`src/rtl/mux_pkg.sv`:
```
// Shared types and helpers for the one-hot pipelined operand selector.
package mux_pkg;

  typedef enum logic [1:0] {
    SEL_ZERO  = 2'd0,
    SEL_ONE   = 2'd1,
    SEL_MULTI = 2'd2
  } sel_class_t;

  localparam int unsigned MAX_NUM_IN = 16;

  // Bits needed to encode an index in 0..n-1, never less than one.
  function automatic int unsigned idx_w(input int unsigned n);
    return (n <= 1) ? 1 : $clog2(n);
  endfunction

endpackage

```
`src/rtl/onehot_classify.sv`:
```
// Classifies a select bus as zero-, one- or multi-hot and encodes its lowest set bit.
module onehot_classify
  import mux_pkg::*;
#(
  parameter int unsigned NUM_IN = 8,
  localparam int unsigned SW    = NUM_IN - 1,
  localparam int unsigned IW    = idx_w(SW)
) (
  input  logic [SW-1:0] sel,
  output sel_class_t    sel_class,
  output logic [IW-1:0] idx
);

  logic seen;

  // First set bit from the bottom fixes idx; any further set bit makes it multi-hot.
  always_comb begin
    sel_class = SEL_ZERO;
    idx       = '0;
    seen      = 1'b0;
    for (int i = 0; i < int'(SW); i++) begin
      if (sel[i]) begin
        if (!seen) begin
          idx       = IW'(i);
          seen      = 1'b1;
          sel_class = SEL_ONE;
        end else begin
          sel_class = SEL_MULTI;
        end
      end
    end
  end

endmodule

```
`src/rtl/onehot_pipe_mux.sv`:
```
// Registered N:1 one-hot selector with valid/ready handshake and multi-hot error count.
// ONEHOT_PIPE_MUX_PRIORITY_EN: multi-hot selects resolve to the lowest set bit instead of holding.
module onehot_pipe_mux
  import mux_pkg::*;
#(
  parameter int unsigned WIDTH     = 32,
  parameter int unsigned NUM_IN    = 8,
  parameter int unsigned ERR_CNT_W = 8
) (
  input  logic                    clk,
  input  logic                    rst_n,
  input  logic [NUM_IN*WIDTH-1:0] in_data,
  input  logic [NUM_IN-2:0]       in_sel,
  input  logic                    in_valid,
  output logic                    in_ready,
  output logic [WIDTH-1:0]        out_data,
  output logic                    out_valid,
  input  logic                    out_ready,
  output logic                    sel_err,
  output logic [ERR_CNT_W-1:0]    err_cnt
);

  localparam int unsigned SW = NUM_IN - 1;
  localparam int unsigned IW = idx_w(SW);

  sel_class_t       sel_class;
  logic [IW-1:0]    sel_idx;
  logic [WIDTH-1:0] pick_c;
  logic [WIDTH-1:0] next_data_c;
  logic             accept_c;
  logic             multi_c;

  onehot_classify #(
    .NUM_IN (NUM_IN)
  ) u_classify (
    .sel       (in_sel),
    .sel_class (sel_class),
    .idx       (sel_idx)
  );

  assign in_ready = !out_valid || out_ready;
  assign accept_c = in_valid && in_ready;
  assign multi_c  = (sel_class == SEL_MULTI);

  // Input addressed by the lowest set select bit (select bit j maps to input j+1).
  always_comb begin
    pick_c = in_data[WIDTH-1:0];
    for (int k = 1; k < int'(NUM_IN); k++) begin
      if (sel_idx == IW'(k - 1)) pick_c = in_data[k*WIDTH +: WIDTH];
    end
  end

  always_comb begin
    next_data_c = out_data;
    case (sel_class)
      SEL_ZERO:  next_data_c = in_data[WIDTH-1:0];
      SEL_ONE:   next_data_c = pick_c;
`ifdef ONEHOT_PIPE_MUX_PRIORITY_EN
      SEL_MULTI: next_data_c = pick_c;
`else
      SEL_MULTI: next_data_c = out_data;
`endif
      default:   next_data_c = out_data;
    endcase
  end

  // Output stage: load on accept, drop valid on drain, freeze while stalled.
  always_ff @(posedge clk or negedge rst_n) begin
    if (!rst_n) begin
      out_data  <= '0;
      out_valid <= 1'b0;
      sel_err   <= 1'b0;
      err_cnt   <= '0;
    end else begin
      sel_err <= 1'b0;
      if (accept_c) begin
        out_data  <= next_data_c;
        out_valid <= 1'b1;
        sel_err   <= multi_c;
        if (multi_c && (err_cnt != {ERR_CNT_W{1'b1}})) begin
          err_cnt <= err_cnt + ERR_CNT_W'(1);
        end
      end else if (out_ready) begin
        out_valid <= 1'b0;
      end
    end
  end

endmodule

```
`config.mk`:
```
export PLATFORM = sky130hd
export DESIGN_NAME = onehot_pipe_mux
export DESIGN_NICKNAME = d
export VERILOG_FILES = /design/src/rtl/mux_pkg.sv /design/src/rtl/onehot_classify.sv /design/src/rtl/onehot_pipe_mux.sv
export SDC_FILE = /design/constraint.sdc
export NUM_CORES = 1
export LEC_CHECK = 0
export CELL_PAD_IN_SITES_DETAIL_PLACEMENT = 1
export CELL_PAD_IN_SITES_GLOBAL_PLACEMENT = 2
export CORE_ASPECT_RATIO = 2
export CORE_MARGIN = 2
export CORE_UTILIZATION = 17
export DETAILED_ROUTE_END_ITERATION = 7
export PLACE_DENSITY = 0.92
export SLEW_MARGIN = 10
export SYNTH_ARGS = -nofsm -noshare
export SYNTH_HDL_FRONTEND = slang
export SYNTH_SLANG_ARGS = --single-unit
```
`constraint.sdc`:
```
create_clock -name clk -period 2.1 [get_ports clk]
set_clock_uncertainty 0.2 [all_clocks]
set_input_delay 0.42 -clock clk [delete_from_list [all_inputs] [get_ports clk]]
set_output_delay 0.42 -clock clk [all_outputs]
set_load 0.02 [all_outputs]
```
==> reports/qor.yml <==
hold_viol_final: 0
clk_pin_slew_ns: 0.07
violations: "setup timing"
syn_inst: 601
ant_nets: 0
ys_seq_area_share_pct: 24.2
drt_pass1_iterations: 5
fin_crit_ns: 2.52
ctsRootBufferMaster: "clkbuf_16"
yosys.area_share.simple_pct: 20.1
grt_usage_pct: 23.2
synth_top_family_by_area: "compound AO/OA/AOI/OAI gates"
avgSynthCellArea_um2: 7.21
grt_pass1_vias: 7682
crit_slowest_cell: "or4b_4"
grt_max_degree: 22
fin_total_pwr_mw: 4.90
synth_area_um2: 4340
clock_sink_count: 42
placed_cell_area_um2: 8710
fin_util_pct: 39.1
yosysTopAreaCell: "dfrtp_1"
syn-num-nets: 872
ys_types: 61
synthArstFlopShare_pct: 100
path_max_fanout: 8
slowest_delay_ns: 0.49
power.density_nw_per_um2: 501
worstSetupStartpointType: "input port"
io_pins: 310
synth_top_area_share_pct: 24.2
stdcell_area_um2: 9790
avgViaCountPerCell: 5.13
grt_pass1_wl_um: 45900
syn2layout_area_growth_pct: 126
fin_nets: 1255
synthMuxAreaShare_pct: 2.34
clkLatencyLatePin_ns: 0.30
critPathRequiredTime_ns: 2.12
cts_buffer_depth: 2
slew_headroom_pct: 69.2
cts_tree: "done"
post_drt_wl_per_cell_um: 24.1
crit_chain: "buf_8 -> inv_4 -> ha_4 -> or4b_4 -> a21oi_4 -> a21boi_4 -> buf_6 -> and2_4 -> buf_12 -> nand3_2 -> a211o_1 -> o211ai_1"
slew_violations: 0
layout_setup_ws_ns: -0.422
tightest_slew_ns: 0.462
cp.buffers_inverters: 4
cts_buffers: 5
core-area_um2: 25000
io_buffers: 309
synth_xor_area_share_pct: 1.62
setup_tns_ns: -12.08
rows: 82
place_hpwl_um: 24800
drcViolationCount: 0
die-area_um2: 26900
route.vias.total: 6791
gp_congestion: 0.915
cp_top_family: "compound AO/OA/AOI/OAI gates"
synth-edff-count: 0
drt_wl_total_um: 31800
die_y_um: 230
critical_path_class: "in2reg"
maxCapViolCount: 0
die_x_um: 117
cts_htree_levels: 2
fmax_ghz: 0.396
nFillCells: 2940
rsz0062_at_grt: "true"
ys_warn_count: 0
synth_fa_ha_area_share_pct: 1.15
layout-drive-gt1-share_pct: 26.3
status: "complete, but fails checks"
synth.area.top_cells: "dfrtp_1, nor2_1, a21oi_1, o21ai_0, o221ai_1"
p_leak_nw: 3.63
ys_ff_latch: 42
hold_class: "reg2reg"
max-vdd-ir-drop_v: 0.000282
synth_compound_area_share_pct: 43.9
first_iter_violations: 287
worstPathArrival_ns: 2.54
start_util_pct: 17.3
antenna_found_initial: 2
end_kind: "register"
synth_top_flop_cell: "dfrtp_1"
grt_overflow: 0
fin_crit_sh_pct: 120
finalSetupViolations: 40
==> area by class of cell <==
class                      instances  area (µm²)  share of cell area [%]
sequential                        42        1050                    10.7
antenna                            2        5.00                  0.0511
clock inverter                     3        40.0                   0.409
timing repair buffer             434        4500                    46.0
tap                              336         420                    4.30
clock buffer                       5         125                    1.28
multi-input combinational        496        3620                    37.0
inverter                           5        26.3                   0.269
==> cell families after synthesis <==
kind of cell	Yosys count
buffers and inverters	63
DFF	42
and+or+nand+nor	192
muxes	10
AOI/OAI and AO/OA	282
xor gates and xnor gates	8
adders and majority gates	4
==> placed cells by master, fill, tap and decap left out, types with 21 or more instances in the layout <==
cell type,n
o31a_1,21
o21ai_1,41
clkdlybuf4s50_1,300
a21oi_1,22
nor3_1,24
buf_12,24
buf_4,80
nand2_1,32
o21ai_0,24
dfrtp_1,42
a21oi_2,31
o22ai_1,22
nor2_1,87
==> path summary, 6_finish.rpt <==
check	startpoint	to	slack, ns	depth (start not counted)
setup / recovery	in_sel[1]	out_data[27]	-0.42	12
hold / removal	out_data[18]	out_data[18]	0.29	2
setup reg to reg	err_cnt[2]	err_cnt[3]	0.24	7
hold reg to reg	out_data[18]	out_data[18]	0.29	2
max in group asynchronous	rst_n	out_data[1]	0.57	3
min in group asynchronous	rst_n	out_data[11]	0.41	2
==> synthesized netlist by cell type, types with 2 or more instances <==
cell type and instances:
nor2_1 90, nand2b_1 4, nand2_1 34, buf_6 3, dfrtp_1 42, o21a_1 3, inv_1 5, nand4_1 5
a21oi_1 55, ha_1 4, nor2b_1 2, o221a_2 6, nor4_1 3, o31ai_1 2, a21boi_0 7, o221a_1 2
or3_1 2, o22a_1 3, o21ai_1 18, xor2_1 2, clkbuf_1 35, o21bai_1 5, a211oi_1 25, buf_4 3
buf_1 2, and2_1 5, and3_1 5, o21ai_0 50, o31a_1 21, o32a_1 2, o22ai_1 23, xnor2_1 6
buf_2 15, o221ai_1 28, a31oi_1 8, o211ai_1 10, nor3_1 26, a22o_1 3, nand3_1 7, mux2i_1 9
==> power breakdown <==
group	switching, mW	total [mW]	leakage (nW)	internal [mW]
clock	0.381	0.940	0.0836	0.559
sequential	0.204	1.24	0.519	1.04
combinational	1.26	2.71	3.03	1.45
total	1.84	4.90	3.63	3.05
==> repair_timing <==
item / CTS / global route
setup endpoints to repair: 41 / 40
gates cloned: 4 / 2
resized for setup: 135 / 56
hold buffers: 1 / 0
endpoints found under the hold margin: 14 / 0
setup buffers: 21 / 4
pin swaps: 39 / 25
==> per-layer routing <==
metal | global-route usage (%) | up-vias | share of wire, %
li1 | - | 3074 | -
met1 | 23.6 | 3324 | 35
met2 | 43.6 | 290 | 55
met3 | 2.69 | 103 | 4.4
met4 | 13.5 | 0 | 5.7
met5 | 0 | - | 0
==> sequential cells by signal (all words and copies together) (netlist names) <==
register   cells
sel_err        1
err_cnt        8
out_valid      1
out_data      32
==> per-stage QoR <==
step                      hold WS (ns)  setup slack [ns]  std cells
final                            0.289            -0.422       1323
after global routing             0.319            -0.469       1323
after CTS                        0.299            -0.379       1316
after detailed placement         0.192             -1.26       1288
after global placement           0.196             -1.23       1288
after floorplan                -0.0756            -0.511        601
==> worst register-to-register path, delay by kind of cell, from the launching register on <==
kind | cells | cell delay (ns)
xor+xnor | 1 | 0.15
flops | 1 | 0.44
buf+inv | 1 | 0.11
simple gates | 5 | 0.83
(Power assumes the default switching activity.)
